<file path="src/rtl/mvu_agu_nloop_pkg.sv">
// Shared sizes and types for the MVU nested-loop address generator.
// Optional bounds checking in the top is enabled with MVU_AGU_BOUNDS_CHK_EN.
package mvu_agu_nloop_pkg;

  localparam int unsigned NJUMPS      = 5;
  localparam int unsigned AGU_NLOOPS  = NJUMPS;
  localparam int unsigned AGU_BADDR   = 15;
  localparam int unsigned AGU_BJUMP   = 15;
  localparam int unsigned AGU_BLENGTH = 15;
  localparam int unsigned AGU_BCNTDWN = 29;

  typedef enum logic [1:0] {
    IDLE = 2'd0,
    RUN  = 2'd1,
    DONE = 2'd2
  } agu_state_e;

  // Configuration captured from CSRs at start (default sizes).
  typedef struct packed {
    logic [AGU_BCNTDWN-1:0]                 countdown;
    logic [(AGU_NLOOPS-1)*AGU_BLENGTH-1:0]  lengths;
    logic [AGU_NLOOPS*AGU_BJUMP-1:0]        jumps;
    logic [AGU_BADDR-1:0]                   base;
  } agu_cfg_t;

endpackage

</file>
<file path="src/rtl/mvu_agu_nloop_loopcnt.sv">
// One reloadable loop down-counter; reports when it has reached zero.
module mvu_agu_loopcnt
  import mvu_agu_nloop_pkg::*;
#(
  parameter int unsigned BLENGTH = AGU_BLENGTH
) (
  input  logic               clk,
  input  logic               rst,
  input  logic               load,
  input  logic               dec,
  input  logic [BLENGTH-1:0] length,
  output logic               zero_c
);

  logic [BLENGTH-1:0] cnt_q, cnt_d;

  // Reload has priority over decrement.
  always_comb begin
    cnt_d = cnt_q;
    if (load) begin
      cnt_d = length;
    end else if (dec) begin
      cnt_d = cnt_q - BLENGTH'(1);
    end
  end

  always_ff @(posedge clk or posedge rst) begin
    if (rst) begin
      cnt_q <= '0;
    end else begin
      cnt_q <= cnt_d;
    end
  end

  assign zero_c = (cnt_q == '0);

endmodule

</file>
<file path="src/rtl/mvu_agu_nloop.sv">
// Nested-loop address generator with valid/ready output and per-address wrap flags.
// Define MVU_AGU_BOUNDS_CHK_EN to build the sticky out-of-bounds detector.
module mvu_agu_nloop
  import mvu_agu_nloop_pkg::*;
#(
  parameter int unsigned NLOOPS  = AGU_NLOOPS,
  parameter int unsigned BADDR   = AGU_BADDR,
  parameter int unsigned BJUMP   = AGU_BJUMP,
  parameter int unsigned BLENGTH = AGU_BLENGTH,
  parameter int unsigned BCNTDWN = AGU_BCNTDWN
) (
  input  logic                          clk,
  input  logic                          rst,
  input  logic                          start,
  input  logic [BADDR-1:0]              base_addr,
  input  logic [NLOOPS*BJUMP-1:0]       jump,
  input  logic [(NLOOPS-1)*BLENGTH-1:0] length,
  input  logic [BCNTDWN-1:0]            countdown,
  input  logic [BADDR-1:0]              addr_limit,
  output logic                          out_valid,
  input  logic                          out_ready,
  output logic [BADDR-1:0]              addr,
  output logic [NLOOPS-2:0]             wrap,
  output logic                          busy,
  output logic                          done,
  output logic                          oob_err
);

  localparam int unsigned NCNT = NLOOPS - 1;
  localparam int unsigned KW   = $clog2(NLOOPS);

  agu_state_e                state_q, state_d;
  logic                      out_valid_q, out_valid_d;
  logic                      busy_q, busy_d;
  logic                      done_q, done_d;
  logic [BADDR-1:0]          addr_q, addr_d;
  logic [NCNT-1:0]           wrap_q, wrap_d;
  logic [BCNTDWN-1:0]        remaining_q, remaining_d;
  logic [NLOOPS*BJUMP-1:0]   jump_q, jump_d;
  logic [NCNT*BLENGTH-1:0]   len_q, len_d;

  logic                      accept_c, xfer_c, last_c, adv_c;
  logic [NCNT-1:0]           cnt_zero_c, cnt_load_c, cnt_dec_c;
  logic [NCNT*BLENGTH-1:0]   cnt_len_c;
  logic [KW-1:0]             k_c;
  logic                      k_stop_c;
  logic [BJUMP-1:0]          jump_k_c;
  logic [BADDR-1:0]          addr_next_c;

  assign accept_c = (state_q == IDLE) && start;
  assign xfer_c   = out_valid_q && out_ready;
  assign last_c   = (remaining_q == BCNTDWN'(1));
  assign adv_c    = xfer_c && !last_c;

  // k = number of consecutive exhausted counters starting at c_1.
  always_comb begin
    k_c      = '0;
    k_stop_c = 1'b0;
    for (int j = 0; j < int'(NCNT); j++) begin
      if (!k_stop_c) begin
        if (cnt_zero_c[j]) begin
          k_c = KW'(j + 1);
        end else begin
          k_stop_c = 1'b1;
        end
      end
    end
  end

  always_comb begin
    jump_k_c = jump_q[BJUMP-1:0];
    for (int j = 1; j < int'(NLOOPS); j++) begin
      if (k_c == KW'(j)) begin
        jump_k_c = jump_q[j*BJUMP +: BJUMP];
      end
    end
  end

  // Signed jump, modulo 2^BADDR.
  assign addr_next_c = addr_q + BADDR'($signed(jump_k_c));

  // Counters below k reload; counter k+1 (if any) steps down.
  assign cnt_len_c = accept_c ? length : len_q;

  always_comb begin
    cnt_load_c = '0;
    cnt_dec_c  = '0;
    for (int j = 0; j < int'(NCNT); j++) begin
      cnt_load_c[j] = accept_c || (adv_c && (KW'(j) < k_c));
      cnt_dec_c[j]  = adv_c && (k_c == KW'(j));
    end
  end

  for (genvar g = 0; g < int'(NCNT); g++) begin : g_cnt
    mvu_agu_loopcnt #(
      .BLENGTH (BLENGTH)
    ) u_cnt (
      .clk    (clk),
      .rst    (rst),
      .load   (cnt_load_c[g]),
      .dec    (cnt_dec_c[g]),
      .length (cnt_len_c[g*BLENGTH +: BLENGTH]),
      .zero_c (cnt_zero_c[g])
    );
  end

  always_comb begin
    state_d     = state_q;
    out_valid_d = out_valid_q;
    busy_d      = busy_q;
    done_d      = 1'b0;
    addr_d      = addr_q;
    wrap_d      = wrap_q;
    remaining_d = remaining_q;
    jump_d      = jump_q;
    len_d       = len_q;
    case (state_q)
      IDLE: begin
        if (start) begin
          jump_d = jump;
          len_d  = length;
          if (countdown == '0) begin
            done_d = 1'b1;
          end else begin
            state_d     = RUN;
            out_valid_d = 1'b1;
            busy_d      = 1'b1;
            addr_d      = base_addr;
            wrap_d      = '0;
            remaining_d = countdown;
          end
        end
      end
      RUN: begin
        if (xfer_c) begin
          if (last_c) begin
            state_d     = DONE;
            out_valid_d = 1'b0;
            busy_d      = 1'b0;
            done_d      = 1'b1;
          end else begin
            addr_d      = addr_next_c;
            remaining_d = remaining_q - BCNTDWN'(1);
            for (int j = 0; j < int'(NCNT); j++) begin
              wrap_d[j] = (KW'(j) < k_c);
            end
          end
        end
      end
      DONE: begin
        state_d = IDLE;
      end
      default: begin
        state_d = IDLE;
      end
    endcase
  end

  always_ff @(posedge clk or posedge rst) begin
    if (rst) begin
      state_q     <= IDLE;
      out_valid_q <= 1'b0;
      busy_q      <= 1'b0;
      done_q      <= 1'b0;
      addr_q      <= '0;
      wrap_q      <= '0;
      remaining_q <= '0;
      jump_q      <= '0;
      len_q       <= '0;
    end else begin
      state_q     <= state_d;
      out_valid_q <= out_valid_d;
      busy_q      <= busy_d;
      done_q      <= done_d;
      addr_q      <= addr_d;
      wrap_q      <= wrap_d;
      remaining_q <= remaining_d;
      jump_q      <= jump_d;
      len_q       <= len_d;
    end
  end

  assign out_valid = out_valid_q;
  assign addr      = addr_q;
  assign wrap      = wrap_q;
  assign busy      = busy_q;
  assign done      = done_q;

`ifdef MVU_AGU_BOUNDS_CHK_EN
  logic [BADDR-1:0] limit_q, limit_d;
  logic             oob_q, oob_d;

  // Flag is evaluated on the address about to be presented, so it rises with it.
  always_comb begin
    limit_d = limit_q;
    oob_d   = oob_q;
    if (accept_c) begin
      limit_d = addr_limit;
      oob_d   = (countdown != '0) && (base_addr >= addr_limit);
    end else if (adv_c) begin
      oob_d = oob_q || (addr_next_c >= limit_q);
    end
  end

  always_ff @(posedge clk or posedge rst) begin
    if (rst) begin
      limit_q <= '0;
      oob_q   <= 1'b0;
    end else begin
      limit_q <= limit_d;
      oob_q   <= oob_d;
    end
  end

  assign oob_err = oob_q;
`else
  logic unused_addr_limit;
  assign unused_addr_limit = ^addr_limit;
  assign oob_err           = 1'b0;
`endif

endmodule
</file>
<file path="config.mk">
export PLATFORM = sky130hd
export DESIGN_NAME = mvu_agu_nloop
export DESIGN_NICKNAME = d
export VERILOG_FILES = /design/src/rtl/mvu_agu_nloop_pkg.sv /design/src/rtl/mvu_agu_nloop_loopcnt.sv /design/src/rtl/mvu_agu_nloop.sv
export SDC_FILE = /design/constraint.sdc
export NUM_CORES = 1
export LEC_CHECK = 0
export CORE_MARGIN = 5
export CORE_UTILIZATION = 50
export CTS_CLUSTER_DIAMETER = 30
export DETAILED_ROUTE_END_ITERATION = 16
export GPL_TIMING_DRIVEN = 0
export PLACE_DENSITY = 0.76
export SLEW_MARGIN = 20
export SYNTH_ARGS = -nofsm -noshare
export SYNTH_HDL_FRONTEND = slang
export SYNTH_SLANG_ARGS = --single-unit
</file>
<file path="constraint.sdc">
create_clock -name clk -period 16.35 [get_ports clk]
set_input_delay 4.905 -clock clk [delete_from_list [all_inputs] [get_ports clk]]
set_output_delay 4.905 -clock clk [all_outputs]
set_load 0.01 [all_outputs]
</file>
==> reports/qor.csv <==
metric;value;unit
Clk pwr share;37.7;%
setup ws final;8.46;ns
Crit Path Class;in2reg;
highest clock rate;127;MHz
All-Layer GR Usage;28.2;%
CP endpoint;addr[2]$_DFFE_PP0P_;
Worst Setup SP;countdown[1];
Pleak;7.75;nW
Clk Latency, worst-skew pair;0.54;ns
Worst Path Arrival;8.28;ns
Comb power frac;27.6;%
cell taking the most area after synthesis;dfrtp_1;
ranking of synthesized cells by area;dfrtp_1, nand2_1, o21ai_0;
sequential share of the synthesized area;48.0;%
EDFF count, synth;0;
Avg Cell Area, Syn;8.18;um2
Die W;170;um
placed cell count;2108;
initial core utilization;50.9;%
Starting DRT DRC Count;997;
GP Congestion;0.926;
TritonCTS buffer count;51;
Ports;221;
Clock Pin Slew Worst Setup and Hold Paths;0.05;ns
Yosys reg bits;247;
first-pass GRT wire length;65800;um
Fin. Hold Viols;0;
fillcell total;2040;
Cell Rows;58;
total grt overflow;0;
Die Area;29000;um2
Min-Delay Path Class;reg2reg;
Die H;170;um
non-filler cells, final;2200;
Syn Inst Count;1572;
Hold Buf Count CTS;0;
switching power;958;uW
remaining antenna violation count after routing;0;
CTS root buf;clkbuf_16;
Num Clock Sinks;247;
Critical Path Fanout Max;10;
Post-CTS Setup Repair Bufs;0;
antenna diode count;0;
critical path endpoint category;register;
unrepaired setup endpoints after global routing;no;
required time of the critical path;16.73;ns
fin util;68.2;%
share of the synthesized area in the top cell type;48.0;%
FF-to-FF End;addr[14]$_DFFE_PP0P_;
area growth from synthesis to layout;33.8;%
PortBufs;204;
fin crit share;48.3;%
slew margin rel.;38.7;%
max-cap violations;0;
async set or reset register ratio after synthesis;100;%
Top FF cell, synth;dfrtp_1;
core area;25300;um2
vias in the first global route;12664;
PwrDens;169;nW/um2
DP Wirelength;29700;um
# setup viols final;0;
sw frac;33.0;%
DR vias/cell;5.72;
CTS Buffer Depth;3;
Worst Reg-to-Reg Cells;20;
pre-CTS WS;7.97;ns
Pre-Repair DR Iteration Count;5;
result of the run;completed;
Max Clock Skew;0.00945;ns
sum of negative setup slack;0;ns
Syn Nets;1792;
kind of start point of the critical path;primary input;
FF-to-FF Start;g_cnt[1].u_cnt.cnt_q[1]$_DFFE_PP0P_;
register share of total power;34.7;%
DRC Markers;0;
htree depth;2;
final wirelength;41000;um
via count;12589;
share of layout cells above drive strength 1;6.15;%
Netlist cell types;67;
Routed wire per std cell;18.6;um
largest net degree at the start of global routing;99;
synth warn;0;
Power Internal;1.94;mW
initial antenna violation count;0;
mapped cell area;12900;um2
post-cts resize count;0;
R2R setup slack;10.27;ns
Pins Over Slew Limit;0;
Worst Max-Slew Pin Slew;0.920;ns
min Tclk post-route;7.89;ns
TritonCTS clock tree;done;
Final Net Count;2051;
VDD IR max;0.110;mV
-- cell families (layout without fill, tap and decap cells) --
group | Yosys count | after routing | synth area share, %
compound gates | 344 | 344 | 15.9
xor+xnor | 11 | 11 | 0.749
fa+ha+maj | 22 | 22 | 2.20
buf+inv | 108 | 406 | 3.41
flops | 247 | 247 | 48.0
mux | 36 | 36 | 2.82
other cells | 1 | 1 | 0.0291
simple gates | 803 | 803 | 26.9
-- sequential cells by signal, indices dropped and copies added, names as in the netlist --
register and count:
state_q 2, len_q 60, g_cnt.u_cnt.cnt_q 60, busy 1, addr 15, remaining_q 29, wrap 4, done 1
jump_q 75
-- layout make-up --
class	count	area, um2	area share (%)
plain buffers	88	364	2.12
clock buffers	67	1450	8.42
multi-input cells	1217	6240	36.3
repair buffers	206	2100	12.2
inverters	20	82.6	0.480
clock inverters	25	382	2.22
flip-flops and latches	247	6180	35.9
well taps	330	413	2.40
-- worst min-delay path by stage --
stage | start | depth (start not counted) | to
CTS | len_q[35]$_DFFE_PP0P_ | 2 | len_q[35]$_DFFE_PP0P_
global placement | len_q[21]$_DFFE_PP0P_ | 2 | len_q[21]$_DFFE_PP0P_
floorplan | len_q[10]$_DFFE_PP0P_ | 2 | len_q[10]$_DFFE_PP0P_
detailed placement | len_q[35]$_DFFE_PP0P_ | 2 | len_q[35]$_DFFE_PP0P_
finish | len_q[21]$_DFFE_PP0P_ | 2 | len_q[21]$_DFFE_PP0P_
global route | len_q[35]$_DFFE_PP0P_ | 2 | len_q[35]$_DFFE_PP0P_
-- stage by stage --
step           cell area, um2  hold slack, ns  total power, mW
5_1_grt                 17200           0.488             3.07
2_1_floorplan           12900           0.436             1.52
3_3_place_gp            15300           0.452             1.75
3_5_place_dp            15400           0.459             1.80
4_1_cts                 17200           0.471             2.90
6_report                17200           0.466             2.90
-- layout by cell type, fill, tap and decap left out, types with 5 or more instances in the layout --
cell type,count
nand2_1,509
dfrtp_1,247
clkdlybuf4s50_1,204
o21ai_0,119
nor2_1,106
a21oi_1,106
clkbuf_1,74
clkbuf_16,53
nor3_1,47
nand3_1,38
mux2i_1,34
o211ai_1,25
nor4_1,21
ha_1,21
or3_1,19
inv_1,19
nand2b_1,12
o22ai_1,12
buf_1,10
a31oi_1,10
a21o_1,9
bufinv_16,9
nand4_1,8
or4_1,8
o31ai_1,8
clkinvlp_4,8
o21ai_1,7
xnor2_1,7
clkbuf_8,7
nor2b_1,6
buf_2,6
a32oi_1,5
a211oi_1,5
and3_1,5
o311ai_0,5
a22oi_1,5
clkinv_2,5
-- power groups by stage --
stage | clock network, mW | registers [mW] | logic, mW
2_1_floorplan | 0 | 0.968 | 0.549
3_3_place_gp | 0 | 0.998 | 0.757
3_5_place_dp | 0 | 1.01 | 0.788
4_1_cts | 1.10 | 1.00 | 0.799
5_1_grt | 1.13 | 1.04 | 0.904
6_report | 1.09 | 1.01 | 0.802
-- per-layer routing --
metal | share of wire, % | GRT usage (%) | routed length, um
met5 | 0 | 0 | 0
met4 | 3.7 | 11.2 | 1540
met3 | 6.5 | 4.32 | 2670
met2 | 47 | 45.8 | 19400
met1 | 42 | 38.1 | 17400
-- Yosys cell counts, types with 19 or more instances --
library cell	instances
nor2_1	106
clkbuf_1	67
inv_1	20
dfrtp_1	247
nor3_1	47
nand2_1	509
o211ai_1	25
ha_1	21
mux2i_1	34
nand3_1	38
or3_1	19
nor4_1	21
o21ai_0	119
a21oi_1	106
-- worst max-delay path, stage by stage --
cell and delay (ns):
clkdlybuf4s50_1 0.44, nor4_1 0.30, nand2_1 0.12, nor4_1 0.64, nor2_1 0.34, nor2_1 0.33, clkbuf_1 0.49, clkbuf_1 0.50
o21ai_0 0.19
No activity file was read; power rests on OpenSTA's default activity.
